===== src/rtl/cpu_types_pkg.sv =====
// Shared CPU types: machine word, fetch FSM states, IF/ID bundle and halt decode.
package cpu_types_pkg;

  typedef logic [31:0] word_t;

  typedef enum logic [1:0] {
    FETCH  = 2'd0,
    HOLD   = 2'd1,
    SQUASH = 2'd2,
    HALTED = 2'd3
  } fetch_state_t;

  localparam logic [5:0] HALT_OPCODE_DEFAULT = 6'h3F;

  typedef struct packed {
    word_t instr;
    word_t pc;
    word_t npc;
    logic  valid;
  } ifid_t;

  // True when an opcode field matches the opcode that stops fetch
  function automatic logic isHalt(input logic [5:0] opcode, input logic [5:0] haltOp);
    return opcode == haltOp;
  endfunction

endpackage


===== src/rtl/fetch_skid_buf.sv =====
// Single-entry skid buffer holding one fetched word while decode is stalled.
module fetch_skid_buf
  import cpu_types_pkg::*;
(
  input  logic  clk_i,
  input  logic  rst_i,
  input  logic  load_i,
  input  logic  clear_i,
  input  word_t instr_i,
  input  word_t pc_i,
  input  word_t npc_i,
  output word_t instr_o,
  output word_t pc_o,
  output word_t npc_o
);

  word_t instr_q, pc_q, npc_q;

  // Capture a word on load; wipe it when drained or discarded by a flush
  always_ff @(posedge clk_i or posedge rst_i) begin
    if (rst_i) begin
      instr_q <= '0;
      pc_q    <= '0;
      npc_q   <= '0;
    end else if (load_i) begin
      instr_q <= instr_i;
      pc_q    <= pc_i;
      npc_q   <= npc_i;
    end else if (clear_i) begin
      instr_q <= '0;
      pc_q    <= '0;
      npc_q   <= '0;
    end
  end

  assign instr_o = instr_q;
  assign pc_o    = pc_q;
  assign npc_o   = npc_q;

endmodule


===== src/rtl/fetch_unit.sv =====
// Instruction-fetch stage: drives the I-cache, paces the PC block and fills IF/ID.
module fetch_unit
  import cpu_types_pkg::*;
#(
  parameter logic [5:0] HALT_OPCODE = HALT_OPCODE_DEFAULT
)
(
  input  logic        CLK,
  input  logic        RST,
  input  logic [31:0] pc,
  output logic        pc_incr,
  output logic        imemREN,
  output logic [31:0] imemaddr,
  input  logic        ihit,
  input  logic [31:0] imemload,
  input  logic        stall,
  input  logic        flush,
  output logic [31:0] ifid_instr,
  output logic [31:0] ifid_pc,
  output logic [31:0] ifid_npc,
  output logic        ifid_valid
);

  fetch_state_t state_q, state_d;
  ifid_t        ifid_q, ifid_d;
  word_t        reqAddr_q, reqAddr_d;
  word_t        pcPlus4;
  logic         skidLoad, skidClear;
  word_t        skidInstr, skidPc, skidNpc;

  assign pcPlus4 = pc + 32'd4;

  fetch_skid_buf u_skid (
    .clk_i   (CLK),
    .rst_i   (RST),
    .load_i  (skidLoad),
    .clear_i (skidClear),
    .instr_i (imemload),
    .pc_i    (pc),
    .npc_i   (pcPlus4),
    .instr_o (skidInstr),
    .pc_o    (skidPc),
    .npc_o   (skidNpc)
  );

  // State register
  always_ff @(posedge CLK or posedge RST) begin
    if (RST) state_q <= FETCH;
    else     state_q <= state_d;
  end

  // Next state: flush redirects from anywhere, parking in SQUASH while a miss is outstanding
  always_comb begin
    state_d = state_q;
    if (flush) begin
      state_d = ((state_q == FETCH || state_q == SQUASH) && !ihit) ? SQUASH : FETCH;
    end else begin
      case (state_q)
        FETCH: begin
          if (ihit) begin
            if (stall)                                     state_d = HOLD;
            else if (isHalt(imemload[31:26], HALT_OPCODE)) state_d = HALTED;
          end
        end
        HOLD: begin
          if (!stall) state_d = isHalt(skidInstr[31:26], HALT_OPCODE) ? HALTED : FETCH;
        end
        SQUASH: begin
          if (ihit) state_d = FETCH;
        end
        default: state_d = state_q;
      endcase
    end
  end

  // Outputs and datapath next values: cache request, PC pacing, skid control and IF/ID update
  always_comb begin
    ifid_d    = ifid_q;
    reqAddr_d = reqAddr_q;
    skidLoad  = 1'b0;
    skidClear = 1'b0;
    pc_incr   = 1'b0;
    imemREN   = 1'b0;
    imemaddr  = pc;

    case (state_q)
      FETCH: begin
        imemREN   = 1'b1;
        reqAddr_d = pc;
        pc_incr   = ihit;
      end
      SQUASH: begin
        imemREN  = 1'b1;
        imemaddr = reqAddr_q;
      end
      default: ;
    endcase

    if (flush) begin
      pc_incr      = 1'b1;
      skidClear    = 1'b1;
      ifid_d.instr = '0;
      ifid_d.valid = 1'b0;
    end else begin
      case (state_q)
        FETCH: begin
          if (ihit && !stall) begin
            ifid_d = '{instr: imemload, pc: pc, npc: pcPlus4, valid: 1'b1};
          end else if (ihit) begin
            skidLoad = 1'b1;
          end else if (!stall) begin
            ifid_d.instr = '0;
            ifid_d.valid = 1'b0;
          end
        end
        HOLD: begin
          if (!stall) begin
            ifid_d    = '{instr: skidInstr, pc: skidPc, npc: skidNpc, valid: 1'b1};
            skidClear = 1'b1;
          end
        end
        HALTED: begin
          if (!stall) begin
            ifid_d.instr = '0;
            ifid_d.valid = 1'b0;
          end
        end
        default: ;
      endcase
    end
  end

  // IF/ID latch and the address of the request in flight
  always_ff @(posedge CLK or posedge RST) begin
    if (RST) begin
      ifid_q    <= '0;
      reqAddr_q <= '0;
    end else begin
      ifid_q    <= ifid_d;
      reqAddr_q <= reqAddr_d;
    end
  end

  assign ifid_instr = ifid_q.instr;
  assign ifid_pc    = ifid_q.pc;
  assign ifid_npc   = ifid_q.npc;
  assign ifid_valid = ifid_q.valid;

endmodule


===== config.mk =====
export PLATFORM = sky130hd
export DESIGN_NAME = fetch_unit
export DESIGN_NICKNAME = d
export VERILOG_FILES = /design/src/rtl/cpu_types_pkg.sv /design/src/rtl/fetch_skid_buf.sv /design/src/rtl/fetch_unit.sv
export SDC_FILE = /design/constraint.sdc
export NUM_CORES = 1
export LEC_CHECK = 0
export BUFFER_PORTS_ARGS = -buffer_cell sky130_fd_sc_hd__buf_2
export CAP_MARGIN = 20
export CORE_ASPECT_RATIO = 1.2
export CORE_MARGIN = 8
export CORE_UTILIZATION = 40
export DETAILED_ROUTE_END_ITERATION = 8
export SLEW_MARGIN = 20
export SYNTH_ARGS = -nofsm -noshare
export SYNTH_HDL_FRONTEND = slang
export SYNTH_SLANG_ARGS = --single-unit

===== constraint.sdc =====
create_clock -name CLK -period 6.4 [get_ports CLK]
set_input_delay 0.64 -clock CLK [delete_from_list [all_inputs] [get_ports CLK]]
set_output_delay 0.64 -clock CLK [all_outputs]
set_load 0.02 [all_outputs]

=== Yosys cells after proc, flatten, opt, wreduce, memory -nomap -nowiden ===
Index checks and enable logic that the tools add are counted.

* Register bits after elaboration: 227
* Input bits: 69
* Output and inout port bits: 131
* Logic and storage cells: 74

* $add $sub $neg: 1
* Equal/unequal tests: 12
* Multiplexer cells: 37
* Bitwise operators: 1
* Reduce and logical (&&, ||, !) cells: 14

{| class="wikitable"
|+ Operators with widths
! kind !! number
|-
| 32-bit two-way mux || 9
|-
| 64-bit case mux with 2 select lines || 1
|-
| 97-bit two-way mux || 1
|-
| 32-bit case mux with 3 select lines || 1
|-
| 64-bit two-way mux || 1
|-
| 32-bit by 3-bit adder with 32-bit output (second input constant) || 1
|-
| 2-bit two-way mux || 8
|-
| 1-bit two-way mux || 14
|-
| 6-bit equality test (second input constant) || 2
|-
| 3-bit != test (second input constant) || 3
|-
| 4-bit by 3-bit != test with 1-bit output (second input constant) || 2
|-
| 4-bit nonzero test || 2
|-
| 2-bit case mux with 3 select lines || 1
|-
| 5-bit AND reduction || 1
|-
| 2-bit equality test (second input constant) || 2
|-
| 4-bit AND reduction || 1
|-
| 2-bit nonzero test || 2
|-
| 1-bit case mux with 3 select lines || 1
|-
| 3-bit AND reduction || 1
|-
| 2-bit by 1-bit equality test with 1-bit output (second input constant) || 1
|-
| 1-bit logical AND || 2
|-
| 1-bit logical NOT || 2
|-
| 2-bit logical NOT || 1
|-
| 2-bit by 1-bit != test with 1-bit output (second input constant) || 1
|-
| other kinds (4) || 4
|}

=== Longest topological paths before layout ===
Gate-level depths: netlist (run 1).

* Depth after elaboration: 6
* Depth in mapped cells: 10
* Depth with buffers taken out: 7

=== Cells and area by module ===
A second synthesis (run 1) with hierarchy kept.

* Cell total of the unflattened synthesis: 976
* Area total of the unflattened synthesis: 10,641.5 µm²

{| class="wikitable"
|+ By module, submodules not included
! module !! times used !! cells an instance !! area an instance (µm²) !! sequential area each (µm²)
|-
| fetch_unit || 1 || 658 || 6,937.9 || 3,278.1
|-
| fetch_skid_buf || 1 || 318 || 3,703.6 || 2,402.3
|}

=== Worst setup path after synthesis (run 1) ===
No wires, ideal clock.

* Path kind: register to output
* Start point: register state_q[0]
* End point: output port imemaddr[18]
* Data arrival time: 1,750 ps
* Data required time: 5,760 ps
* Path slack: 4,010 ps
* Cell stages (with the launch flop): 6
* Path buffers: 2
* Cell sequence: dfrtp_1 inv_1 ha_1 clkbuf_1 buf_1 mux2_2

* Cells in the longest elaborated chain, start to end: 2

{| class="wikitable"
|+ RTL lines
! what !! RTL line !! text
|-
| start, declared || fetch_unit.sv:24 || <nowiki>fetch_state_t state_q, state_d;</nowiki>
|-
| start signal, assigned || fetch_unit.sv:49 || <nowiki>else state_q <= state_d;</nowiki>
|-
| 2-bit equality test || fetch_unit.sv:86 || <nowiki>case (state_q)</nowiki>
|-
| 32-bit two-way mux || fetch_unit.sv:86 ||
|-
| end, declared || fetch_unit.sv:13 || <nowiki>output logic [31:0] imemaddr,</nowiki>
|}

Every way passes these cells.

=== Worst setup path in the final report (run 1) ===
* Start point: register state_q[1]
* End point: register ifid_q, in the netlist ifid_npc[21]

* Cells in the longest elaborated chain, start to end: 3
* Elaborated cells on any way between the ends: 7
* Those cells by class: eq/ne (3); mux (1); reduce/logical (3)

{| class="wikitable"
|+ RTL lines
! what !! RTL line !! text
|-
| 2-bit by 1-bit equality test with 1-bit output or 2-bit logical NOT (tied branches) || fetch_unit.sv:105 || <nowiki>case (state_q)</nowiki>
|-
| 2-bit != test (no source line) (tied with other cells) || -- ||
|-
| 4-bit AND reduction (no source line) || -- ||
|-
| end signal, assigned || fetch_unit.sv:139 || <nowiki>ifid_q <= ifid_d;</nowiki>
|-
| end, declared || fetch_unit.sv:25 || <nowiki>ifid_t ifid_q, ifid_d;</nowiki>
|}

Several ways; a longest one is shown, not always the timed one.
A chain may end at the register's enable or synchronous reset.

==> results of run 1 <==
synthesized netlist by cell type (3+ instances only):
library cell / n
sky130_fd_sc_hd__a21oi_1: 20
sky130_fd_sc_hd__a22o_1: 65
sky130_fd_sc_hd__a22oi_1: 31
sky130_fd_sc_hd__and3_1: 15
sky130_fd_sc_hd__buf_1: 9
sky130_fd_sc_hd__buf_4: 9
sky130_fd_sc_hd__clkbuf_1: 55
sky130_fd_sc_hd__clkbuf_8: 7
sky130_fd_sc_hd__dfrtp_1: 223
sky130_fd_sc_hd__ha_1: 5
sky130_fd_sc_hd__inv_1: 11
sky130_fd_sc_hd__mux2_2: 59
sky130_fd_sc_hd__mux2i_1: 34
sky130_fd_sc_hd__nand2_1: 129
sky130_fd_sc_hd__nand3_1: 11
sky130_fd_sc_hd__nand4_1: 11
sky130_fd_sc_hd__nor2_1: 23
sky130_fd_sc_hd__nor3_1: 13
sky130_fd_sc_hd__nor4_1: 3
sky130_fd_sc_hd__o211ai_1: 5
sky130_fd_sc_hd__o21a_1: 3
sky130_fd_sc_hd__o21ai_0: 129
sky130_fd_sc_hd__o21ai_1: 4
sky130_fd_sc_hd__xnor2_1: 13
sky130_fd_sc_hd__xor2_1: 12
sequential cells by signal, summed over array words and instances, names as in the netlist:
name,cells
ifid_npc,30
reqAddr_q,32
u_skid.instr_o,32
u_skid.pc_o,32
u_skid.npc_o,30
ifid_valid,1
ifid_pc,32
ifid_instr,32
state_q,2
metrics by stage:
stage / hold slack [ns] / std cells / instance area (um2) / total power, mW / utilization [%]
2_1_floorplan: 0.441 / 938 / 10200 / 3.28 / -
6_report: 0.129 / 1436 / 12100 / 5.36 / 48.0
5_1_grt: 0.146 / 1436 / 12100 / 5.67 / 48.0
4_1_cts: 0.345 / 1435 / 12100 / 5.44 / 47.9
3_3_place_gp: 0.454 / 1391 / 11300 / 3.92 / 44.5
3_5_place_dp: 0.458 / 1392 / 11300 / 3.96 / 44.6
power breakdown:
part / switching, mW / total [mW] / internal (mW)
sequential: 0.213 / 1.99 / 1.78
clock: 0.565 / 1.45 / 0.890
combinational: 1.21 / 1.91 / 0.698
worst paths after layout:
check | end | cells after the start | start
setup reg to reg | ifid_npc[21]$_DFFE_PP0P_ | 6 | state_q[1]$_DFFE_PP0P_
min in group CLK | u_skid.instr_o[6]$_DFFE_PP0P_ | 2 | imemload[6]
max in group asynchronous | u_skid.instr_o[7]$_DFFE_PP0P_ | 3 | RST
hold / removal | reqAddr_q[1]$_DFFE_PP0P_ | 2 | RST
hold reg to reg | u_skid.npc_o[19]$_DFFE_PP0P_ | 2 | u_skid.npc_o[19]$_DFFE_PP0P_
setup / recovery | ifid_npc[21]$_DFFE_PP0P_ | 6 | state_q[1]$_DFFE_PP0P_
kinds of logic (layout without fill, tap and decap cells):
family,count (synthesis),in the layout
muxes,93,93
xor gates and xnor gates,25,25
and+or+nand+nor,227,227
buffers and inverters,97,265
AOI/OAI and AO/OA,268,268
DFF,223,223
adders and majority gates,5,5
final cells by class:
| type | instances | area [um2] | area share (%) |
|---|---|---|---|
| Clock buffer | 33 | 706 | 5.81 |
| Clock inverter | 10 | 130 | 1.07 |
| Inverter | 11 | 45.0 | 0.371 |
| Multi-Input combinational cell | 618 | 4150 | 34.2 |
| Sequential cell | 223 | 5580 | 46.0 |
| Tap cell | 330 | 413 | 3.40 |
| Timing Repair Buffer | 211 | 1110 | 9.19 |
metal layers:
metal,part of all wire (%),routed length (um)
met1,45,12500
met2,48,13500
met3,6.0,1680
met4,1.1,319
met5,0,0
critical path, stage by stage (launching register included):
cell	delay, ns
sky130_fd_sc_hd__dfrtp_1	0.41
sky130_fd_sc_hd__inv_1	0.14
sky130_fd_sc_hd__ha_2	0.90
sky130_fd_sc_hd__and2_1	0.44
sky130_fd_sc_hd__o21a_1	0.70
sky130_fd_sc_hd__nand2_1	0.56
sky130_fd_sc_hd__o211ai_1	0.33
==> run summary, run 1 <==
- **post-detailed-route via-to-cell ratio** 5.39
- **average footprint of a synthesized cell** 10.9 um2
- **simple-gate share of the synthesized area** 10.7%
- **count of input and output buffers** 199
- **flops & latches, synth** 223
- **Static Leak** 5.68 nW
- **core outline area** 25300 um2
- **leading cell types in the layout, fill and taps excluded** sky130_fd_sc_hd__dfrtp_1, sky130_fd_sc_hd__buf_2, sky130_fd_sc_hd__nand2_1, sky130_fd_sc_hd__o21ai_0, sky130_fd_sc_hd__a22o_1
- **final RePlAce weighted congestion** 0.763
- **number of enable flip-flop cells after synthesis** 0
- **starting density of the core** 40.3%
- **met1 GRT Util** 24.1%
- **max-slew violations** 0
- **sum of net half-perimeters after detailed placement** 18100 um
- **DRC violation count after routing** 0
- **library cell with the largest summed area after synthesis** sky130_fd_sc_hd__dfrtp_1
- **total number of placement rows** 64
- **remaining antenna violation count after routing** 0
- **share of flip-flops with an asynchronous set or reset after synthesis** 100%
- **setup skew after layout** 0.0102 ns
- **count of routing violations after the opening detailed-route iteration** 393
- **CTS Sinks** 223
- **synthesized-area fraction occupied by xor and xnor cells** 2.15%
- **post-DR wirelength/cell** 19.5 um
- **post-synthesis sequential area ratio** 54.8%
- **Total Die Area** 30900 um2
- **nets** 1163
- **buffer depth of the longest clock path** 3
- **fraction of met2 tracks used by global routing** 30.1%
- **Cells after Synth** 938
- **most heavily used metal layer in global routing** met2
- **clock period minus final worst setup slack** 3.57 ns
- **minimum setup slack among reg-to-reg paths** 2.83 ns
- **summed negative setup slack over all endpoints** 0 ns
- **total setup buffers inserted after CTS** 0
- **WS Path Type** reg -> reg
- **first-pass iteration count of the detailed router** 5
- **commonest non-fill, non-tap cell in the layout** sky130_fd_sc_hd__dfrtp_1
- **type of the most critical hold path** in -> async
- **total setup violations reported at the end of the flow** 0
- **TritonCTS clock tree** yes
- **Die Span Y** 191 um
- **maximum fanout encountered on the critical timing path** 40
- **number of nets produced by synthesis** 1012
- **adder-cell share of the synthesized area** 0.614%
- **clock buffers created by TritonCTS** 24
- **number of top-level design ports** 200
- **fraction of the mapped netlist area in compound gates** 16.9%
- **Fin. Hold Viols** 0
- **buffer type at the clock tree root** sky130_fd_sc_hd__clkbuf_16
- **pin count of the biggest net entering global routing** 112
- **number of buffers added to fix hold violations after cts** 0
- **result of the run** completed
- **H-tree levels** 1
- **WP data arrival** 4.00 ns
- **clock latency on the worst-skew pair** 0.52 ns
- **unrepaired setup endpoints after global routing** false
- **worst slack at placement** 2.77 ns
- **Mapped Area** 10200 um2
- **horizontal extent of the die** 162 um
- **capturing element type of the critical path** flop
- **Yosys top cell area share** 54.8%
- **Max-slew headroom** 27.0%
- **critical path required time** 6.82 ns
- **power per cell area** 441 nW/um2
- **Synth cell types** 55
- **met3 usage** 3.07%
- **synth-to-layout area growth** 19.1%
- **vias in the first global route** 7978
- **share of cells above drive strength 1** 30.0%
- **cell types occupying the most area after synthesis** sky130_fd_sc_hd__dfrtp_1, sky130_fd_sc_hd__mux2_2, sky130_fd_sc_hd__o21ai_0, sky130_fd_sc_hd__a22o_1, sky130_fd_sc_hd__nand2_1
- **count of antenna diodes in the layout** 0
- **final worst-path setup slack** 2.83 ns
- **synth warn** 0
- **post-detailed-routing wire length** 28000 um
- **number of antenna violations at the first check in global routing** 0
- **layout filler cell count** 2404
- **maximum ir drop on the vdd rail** 0.225 mV
- **Clock Pin Slew Worst Setup and Hold Paths** 0.06 ns
- **main combinational cell family by area after synthesis** compound AO/OA/AOI/OAI gates
- **total of cells resized after clock tree synthesis** 0
- **grt ovf** 0
- **number of vias in the routed layout** 7745
- **transition time of the tightest slew-check pin** 1.09 ns
- **first-pass GRT wire length** 45000 um
- **Fmax achieved** 0.280 GHz
- **startpoint kind of the worst setup timing path** flop
- **overall fraction of global-route tracks in use** 18.0%
- **multiplexer share of the synthesized area** 9.86%
- **prevailing post-synth register cell** sky130_fd_sc_hd__dfrtp_1
- **max cap viols** 0
- **ratio of final minimum period to clock period** 55.8%
No activity file was read; power rests on OpenSTA's default activity.
==> run 2: changes to the inputs <==
--- a/config.mk
+++ b/config.mk
@@ -5,6 +5,7 @@
 export SDC_FILE = /design/constraint.sdc
 export NUM_CORES = 1
 export LEC_CHECK = 0
+export ABC_AREA = 1
 export BUFFER_PORTS_ARGS = -buffer_cell sky130_fd_sc_hd__buf_2
 export CAP_MARGIN = 20
 export CORE_ASPECT_RATIO = 1.2
==> constraint.sdc (replaced) <==
create_clock -name CLK -period 3.3 [get_ports CLK]
set_input_delay 0.33 -clock CLK [delete_from_list [all_inputs] [get_ports CLK]]
set_output_delay 0.33 -clock CLK [all_outputs]
set_load 0.02 [all_outputs]
==> run summary, run 2 <==
- **synth-to-layout area growth** 18.6%
- **Crit Reg-Reg Startpoint** state_q[1]$_DFFE_PP0P_
- **minimum setup slack among reg-to-reg paths** 0.70 ns, -2.13 ns
- **Fin. Hold Viols** 0, unchanged
- **kind of cell with the highest combined delay on the critical path** adder cells
- **pin count of the biggest net entering global routing** 100, -11%
- **max-slew violations** 0, unchanged
- **cell types occupying the most area after synthesis** sky130_fd_sc_hd__dfrtp_1, sky130_fd_sc_hd__nand2_1, sky130_fd_sc_hd__o21ai_0, sky130_fd_sc_hd__nand3_1, sky130_fd_sc_hd__nor2_1
- **maximum fanout encountered on the critical timing path** 52, +30%
- **vias in the first global route** 10100, +26%
- **first-pass iteration count of the detailed router** 5, unchanged
- **WP data arrival** 2.55 ns, -1.45 ns
- **starting density of the core** 40.7%, +0.45 points
- **ratio of final minimum period to clock period** 87.3%
- **nets** 1669, +44%
- **multi-input combinational cell area** 4770 um2, +15%
- **instance area after placement** 12300 um2, +9.0%
- **number of antenna violations at the first check in global routing** 1, +1
- **unrepaired setup endpoints after global routing** false
- **sum of net half-perimeters after detailed placement** 23300 um, +29%
- **Total Die Area** 33300 um2, +7.8%
- **core outline area** 27200 um2, +7.4%
- **highest-delay cell along the critical path** sky130_fd_sc_hd__ha_2
- **Mapped Area** 11100 um2, +8.6%
- **critical path required time** 2.97 ns, -3.85 ns
- **max cap viols** 0, unchanged
- **final instance count without filler cells** 1951, +36%
- **number of nets produced by synthesis** 1509, +49%
- **met1 routed wirelength after detailed routing** 14700 um, +17%
- **Static Leak** 6.57 nW, +16%
- **number of buffer and inverter instances along the worst setup path** 3, +2
- **wire length on met3** 2130 um, +27%
- **type of the most critical hold path** in -> reg
- **buffer type at the clock tree root** sky130_fd_sc_hd__clkbuf_16
- **clock latency on the worst-skew pair** 0.53 ns, about the same
- **cell-by-cell listing of the critical path** inv_1 -> ha_2 -> buf_4 -> nand2_1 -> o21ai_0 -> buf_2
- **cell area after layout** 13100 um2, +8.1%
- **Max-slew headroom** 36.6%, +9.6 points
- **TritonCTS clock tree** yes
- **summed negative setup slack over all endpoints** 0 ns, unchanged
- **WS Path Type** reg -> out
- **clock period minus final worst setup slack** 2.88 ns
- **Clock Pin Slew Worst Setup and Hold Paths** 0.06 ns, about the same
- **setup skew after layout** 0.0232 ns, +0.0130 ns
- **top cells by instance count after synthesis** sky130_fd_sc_hd__nand2_1, sky130_fd_sc_hd__dfrtp_1, sky130_fd_sc_hd__o21ai_0, sky130_fd_sc_hd__nor2_1, sky130_fd_sc_hd__nand3_1
- **total number of placement rows** 66, +3.1%
- **count of routing violations after the opening detailed-route iteration** 793, +100%
- **clock buffers created by TritonCTS** 25, +4.2%
- **flops & latches, synth** 223, unchanged
- **DRC violation count after routing** 0, unchanged
- **Yosys top cell area share** 50.4%, -4.3 points
- **met2 wirelength from detailed routing** 16200 um, +20%
- **post-layout utilization of the core** 48.3%, +0.34 points
- **power per cell area** 849 nW/um2, +92%
- **CTS Sinks** 223, unchanged
- **prevailing post-synth register cell** sky130_fd_sc_hd__dfrtp_1
- **number of vias in the routed layout** 10200, +32%
- **Placed Cells incl. Taps** 1904, +37%
- **average footprint of a synthesized cell** 7.71 um2, -29%
- **count of input and output buffers** 199, unchanged
- **number of top-level design ports** 200, unchanged
- **library cell with the largest summed area after synthesis** sky130_fd_sc_hd__dfrtp_1
- **overall power after layout** 11.1 mW, +110%
- **Worst Hold Depth** 2
- **result of the run** completed
- **share of cells above drive strength 1** 17.2%, -13 points
- **H-tree levels** 1, unchanged
- **synth warn** 0, unchanged
- **startpoint kind of the worst setup timing path** flop
- **first-pass GRT wire length** 55100 um, +22%
- **final RePlAce weighted congestion** 0.875, +15%
- **overall fraction of global-route tracks in use** 20.3%, +2.4 points
- **capturing element type of the critical path** primary output
- **buffer depth of the longest clock path** 3, unchanged
- **share of flip-flops with an asynchronous set or reset after synthesis** 100%, unchanged
- **Min-Delay Startpoint** imemload[25]
- **worst slack at placement** 0.723 ns, -2.05 ns
- **most used standard cell by instance count after synthesis** sky130_fd_sc_hd__nand2_1
- **leading cell types in the layout, fill and taps excluded** sky130_fd_sc_hd__nand2_1, sky130_fd_sc_hd__dfrtp_1, sky130_fd_sc_hd__buf_2, sky130_fd_sc_hd__o21ai_0, sky130_fd_sc_hd__nor2_1
- **number of enable flip-flop cells after synthesis** 0, unchanged
- **Cells after Synth** 1435, +53%
- **count of antenna diodes in the layout** 0, unchanged
- **Synth cell types** 28, -49%
- **final worst-path setup slack** 0.418 ns, -2.41 ns
- **grt ovf** 0, unchanged
- **post-detailed-routing wire length** 34100 um, +22%
- **transition time of the tightest slew-check pin** 0.949 ns, -0.146 ns
- **maximum ir drop on the vdd rail** 0.471 mV, +110%
- **Endpoint, Worst Hold** u_skid.instr_o[25]$_DFFE_PP0P_
- **post-synthesis sequential area ratio** 50.4%, -4.3 points
- **worst reg2reg endpoint** ifid_pc[21]$_DFFE_PP0P_
- **Fmax achieved** 0.347 GHz
- **post-detailed-route via-to-cell ratio** 5.22, -3.1%
- **Largest stage delay, worst path** 0.77 ns, -0.13 ns
- **post-DR wirelength/cell** 17.5 um, -10%
- **layout filler cell count** 2720, +13%
- **Die Span Y** 198 um, +3.8%
- **remaining antenna violation count after routing** 0, unchanged
- **Hold Worst Slack** 0.0310 ns, -0.0975 ns
- **combined flip-flop and latch cell area** 5580 um2, unchanged
- **uppermost signal routing layer after detailed routing** met5
- **depth of the worst register-to-register path** 9, +3
- **horizontal extent of the die** 168 um, +3.8%
- **commonest non-fill, non-tap cell in the layout** sky130_fd_sc_hd__nand2_1
- **total setup violations reported at the end of the flow** 0, unchanged
## run 2: cell types whose count changed in the layout (fill, tap and decap cells not counted), sizes merged, moves of 34 or more
cell,change
nand3,+74
nor2,+74
nand2,+410
inv,+65
mux2,-59
mux2i,-34
a22o,-47
## run 2: where the power goes
| group | switching (mW) | internal, mW | total (mW) |
|---|---|---|---|
| logic | 3.05 | 1.35 | 4.40 |
| registers | 0.479 | 3.55 | 4.03 |
| clock network | 1.16 | 1.54 | 2.70 |
## run 2: layout make-up
cell class | instances | area share (%)
repair buffers | 227 | 9.74
flip-flops and latches | 223 | 42.5
clock inverters | 10 | 0.744
multi-input cells | 1043 | 36.4
well taps | 340 | 3.24
clock buffers | 33 | 5.22
inverters | 75 | 2.17
## run 2: how the worst max path moves through the flow
stage | slack (ns) | cells after the start | to | start
floorplan | 0.06 | 1 | ifid_instr[0]$_DFFE_PP0P_ | RST
global placement | 0.80 | 9 | ifid_pc[27]$_DFFE_PP0P_ | state_q[1]$_DFFE_PP0P_
detailed placement | 0.72 | 9 | ifid_pc[21]$_DFFE_PP0P_ | state_q[1]$_DFFE_PP0P_
CTS | 0.38 | 6 | imemaddr[3] | state_q[0]$_DFFE_PP0P_
global route | 0.24 | 6 | imemaddr[3] | state_q[0]$_DFFE_PP0P_
finish | 0.42 | 6 | imemaddr[5] | state_q[0]$_DFFE_PP0P_
## run 2: per-layer routing
metal,vias up,GRT usage (%)
met1,4854,25.9
met5,-,0
li1,4986,-
met2,295,34.4
met4,2,6.92
met3,55,3.69
## run 2: cell families after synthesis
family	synth area share (%)
AOI/OAI and AO/OA	16.0
buffers and inverters	6.64
xor gates and xnor gates	0.554
DFF	50.4
and+or+nand+nor	25.8
adders and majority gates	0.565
## run 2: worst register-to-register path, delay by kind of cell (launching register included)
family,cells,cell delay [ns]
buf+inv,3,1.03
fa+ha+maj,1,0.49
flops,1,0.40
simple gates,3,0.29
compound gates,2,0.27
## run 2: timing repair
item	CTS	global route
hold buffers	4	0
endpoints found under the hold margin	15	0
setup buffers	0	0
gates resized for setup	0	0
==> run 3: changes to the inputs <==
--- a/config.mk
+++ b/config.mk
@@ -15,4 +15,5 @@
 export SLEW_MARGIN = 20
 export SYNTH_ARGS = -nofsm -noshare
 export SYNTH_HDL_FRONTEND = slang
+export SYNTH_HIERARCHICAL = 1
 export SYNTH_SLANG_ARGS = --single-unit
==> run summary, run 3 <==
- **highest-delay cell along the critical path** sky130_fd_sc_hd__ha_2
- **starting density of the core** 40.4%, -0.31 points
- **Synth cell types** 30, +7.1%
- **setup skew after layout** 0.00785 ns, -0.0154 ns
- **Crit Reg-Reg Startpoint** state_q[1]$_DFFE_PP0P_
- **first-pass GRT wire length** 53800 um, -2.3%
- **Fin. Hold Viols** 0, unchanged
- **worst reg2reg endpoint** u_skid/npc_o[20]$_DFFE_PP0P_
- **WS Path Type** reg -> out
- **nets** 1711, +2.5%
- **minimum setup slack among reg-to-reg paths** 1.04 ns, +0.34 ns
- **remaining antenna violation count after routing** 0, unchanged
- **layout filler cell count** 2851, +4.8%
- **average footprint of a synthesized cell** 7.62 um2, -1.1%
- **horizontal extent of the die** 169 um, +0.74%
- **clock buffers created by TritonCTS** 26, +4.0%
- **share of cells above drive strength 1** 19.6%, +2.4 points
- **Fmax achieved** 0.364 GHz, +4.8%
- **result of the run** completed
- **capturing element type of the critical path** primary output
- **number of enable flip-flop cells after synthesis** 0, unchanged
- **count of routing violations after the opening detailed-route iteration** 822, +3.7%
- **multi-input combinational cell area** 4890 um2, +2.5%
- **transition time of the tightest slew-check pin** 0.866 ns, -0.0834 ns
- **overall power after layout** 11.4 mW, +2.7%
- **leading cell types in the layout, fill and taps excluded** sky130_fd_sc_hd__nand2_1, sky130_fd_sc_hd__dfrtp_1, sky130_fd_sc_hd__buf_2, sky130_fd_sc_hd__nor2_1, sky130_fd_sc_hd__o21ai_0
- **total number of placement rows** 67, +1.5%
- **core outline area** 27800 um2, +2.4%
- **sequential fraction of design power** 34.9%, -1.3 points
- **summed negative setup slack over all endpoints** 0 ns, unchanged
- **library cell with the largest summed area after synthesis** sky130_fd_sc_hd__dfrtp_1
- **Min-Delay Startpoint** imemload[15]
- **grt ovf** 0, unchanged
- **total setup violations reported at the end of the flow** 0, unchanged
- **buffer type at the clock tree root** sky130_fd_sc_hd__clkbuf_16
- **depth of the worst register-to-register path** 8, -1
- **Die Span Y** 200 um, +0.75%
- **post-detailed-route via-to-cell ratio** 4.97, -4.9%
- **switching component of the power** 4.77 mW, +1.8%
- **max-slew violations** 0, unchanged
- **Yosys top cell area share** 50.5%, +0.071 points
- **cell-by-cell listing of the critical path** inv_1 -> ha_2 -> buf_4 -> nand2_1 -> o21ai_0 -> buf_2
- **clock period minus final worst setup slack** 2.75 ns, -0.131 ns
- **TritonCTS clock tree** yes
- **DRC violation count after routing** 0, unchanged
- **first-pass iteration count of the detailed router** 6, +1
- **most used standard cell by instance count after synthesis** sky130_fd_sc_hd__nand2_1
- **CTS Sinks** 227, +1.8%
- **synth-to-layout area growth** 18.8%
- **vias in the first global route** 9750, -3.1%
- **number of antenna violations at the first check in global routing** 0, -1
- **Max-slew headroom** 42.3%, +5.7 points
- **Endpoint, Worst Hold** u_skid/instr_o[15]$_DFFE_PP0P_
- **share of flip-flops with an asynchronous set or reset after synthesis** 100%, unchanged
- **Mapped Area** 11200 um2, +1.7%
- **unrepaired setup endpoints after global routing** false
- **max cap viols** 0, unchanged
- **final worst-path setup slack** 0.549 ns, +0.131 ns
- **maximum fanout encountered on the critical timing path** 43, -17%
- **Clock Pin Slew Worst Setup and Hold Paths** 0.06 ns, about the same
- **startpoint kind of the worst setup timing path** flop
- **total setup buffers inserted after CTS** 0, unchanged
- **Static Leak** 7.02 nW, +6.8%
- **maximum ir drop on the vdd rail** 0.569 mV, +21%
- **Total Die Area** 33800 um2, +1.5%
- **count of antenna diodes in the layout** 0, unchanged
- **power share of the clock group** 25.9%, +1.6 points
- **power per cell area** 856 nW/um2, +0.85%
- **count of input and output buffers** 199, unchanged
- **sum of net half-perimeters after detailed placement** 23600 um, +1.1%
- **number of top-level design ports** 200, unchanged
- **buffer depth of the longest clock path** 3, unchanged
- **cell types occupying the most area after synthesis** sky130_fd_sc_hd__dfrtp_1, sky130_fd_sc_hd__nand2_1, sky130_fd_sc_hd__nor2_1, sky130_fd_sc_hd__o21ai_0, sky130_fd_sc_hd__a21oi_1
- **WP data arrival** 2.42 ns, -0.13 ns
- **post-synthesis sequential area ratio** 50.5%, +0.071 points
- **post-DR wirelength/cell** 16.8 um, -3.9%
- **Worst Hold Depth** 3, +1
- **flops & latches, synth** 227, +1.8%
- **Largest stage delay, worst path** 0.43 ns, -0.34 ns
- **combined flip-flop and latch cell area** 5680 um2, +1.8%
- **worst slack at placement** 1.04 ns, +0.317 ns
- **switching power share of the total** 41.7%, -0.36 points
- **ratio of final minimum period to clock period** 83.4%, -4.0 points
- **number of vias in the routed layout** 10100, -0.78%
- **pin count of the biggest net entering global routing** 97, -3.0%
- **synth warn** 6, +6
- **internal power consumption** 6.66 mW, +3.3%
- **type of the most critical hold path** in -> reg
- **final RePlAce weighted congestion** 0.888, +1.5%
- **H-tree levels** 1, unchanged
- **top cells by instance count after synthesis** sky130_fd_sc_hd__nand2_1, sky130_fd_sc_hd__dfrtp_1, sky130_fd_sc_hd__nor2_1, sky130_fd_sc_hd__o21ai_0, sky130_fd_sc_hd__inv_1
- **commonest non-fill, non-tap cell in the layout** sky130_fd_sc_hd__nand2_1
- **critical path required time** 2.97 ns, about the same
- **number of nets produced by synthesis** 1549, +2.7%
- **clock latency on the worst-skew pair** 0.53 ns, about the same
- **post-detailed-routing wire length** 34200 um, +0.19%
- **fraction of power consumed by combinational cells** 39.2%, -0.3 points
- **overall fraction of global-route tracks in use** 20.0%, -0.36 points
- **prevailing post-synth register cell** sky130_fd_sc_hd__dfrtp_1
- **Cells after Synth** 1475, +2.8%
==> run 3: area by class of cell <==
class / count / share of cell area, %
clock inverter: 14 / 1.14
multi-input combinational: 1105 / 36.6
inverter: 58 / 1.70
clock buffer: 33 / 5.45
timing repair buffer: 219 / 9.03
sequential: 227 / 42.5
tap: 379 / 3.55
==> run 3: critical path: cells and delay by family, from the launching register on <==
| kind | cells | cell delay [ns] |
|---|---|---|
| compound gates | 1 | 0.15 |
| fa+ha+maj | 1 | 0.43 |
| buf+inv | 3 | 0.79 |
| simple gates | 1 | 0.09 |
| flops | 1 | 0.42 |
==> run 3: power groups by stage <==
stage               clock network (mW)  logic, mW  registers (mW)
finish                            2.96       4.48            3.98
global route                      3.14       4.97            4.08
CTS                               3.04       4.57            3.99
detailed placement                   0       4.56            4.03
global placement                     0       4.52            4.01
floorplan                            0       2.62            4.51
==> run 3: layer usage <==
metal | GRT usage (%) | wire length [um] | vias to the layer above
met2 | 33.4 | 16400 | 325
met3 | 3.62 | 2310 | 42
met1 | 26.0 | 14700 | 4759
met4 | 6.17 | 854 | 0
li1 | - | - | 4987
met5 | 0 | 0 | -
==> run 3: metrics by stage <==
step / util, % / instance area (um2) / std cells / hold WS, ns
final: 48.0 / 13400 / 2035 / 0.0261
after global routing: 48.0 / 13400 / 2035 / 0.0194
after CTS: 47.9 / 13300 / 2034 / 0.00283
after detailed placement: 44.7 / 12400 / 1986 / 0.458
after global placement: 44.7 / 12400 / 1986 / 0.453
after floorplan: - / 11200 / 1475 / 0.437
==> run 3: worst max-delay path by stage <==
stage | startpoint | endpoint | cells after the start
2_1_floorplan | RST | u_skid/instr_o[0]$_DFFE_PP0P_ | 1
3_3_place_gp | state_q[0]$_DFFE_PP0P_ | state_q[0]$_DFFE_PP0P_ | 10
3_5_place_dp | state_q[1]$_DFFE_PP0P_ | u_skid/pc_o[20]$_DFFE_PP0P_ | 8
4_1_cts | state_q[0]$_DFFE_PP0P_ | imemaddr[11] | 6
5_1_grt | state_q[0]$_DFFE_PP0P_ | imemaddr[11] | 6
6_report | state_q[0]$_DFFE_PP0P_ | imemaddr[17] | 6
==> run 3: repair_timing <==
action                                 in CTS  in global routing
gates resized for setup                     0                  0
endpoints found under the hold margin      22                  0
hold buffers                                1                  0
==> run 3: cell families after synthesis <==
logic type	count (synthesis)	share of synthesized area, %
DFF	227	50.5
and+or+nand+nor	911	32.9
adders and majority gates	5	0.556
AOI/OAI and AO/OA	180	9.16
buffers and inverters	143	6.21
xor gates and xnor gates	9	0.701
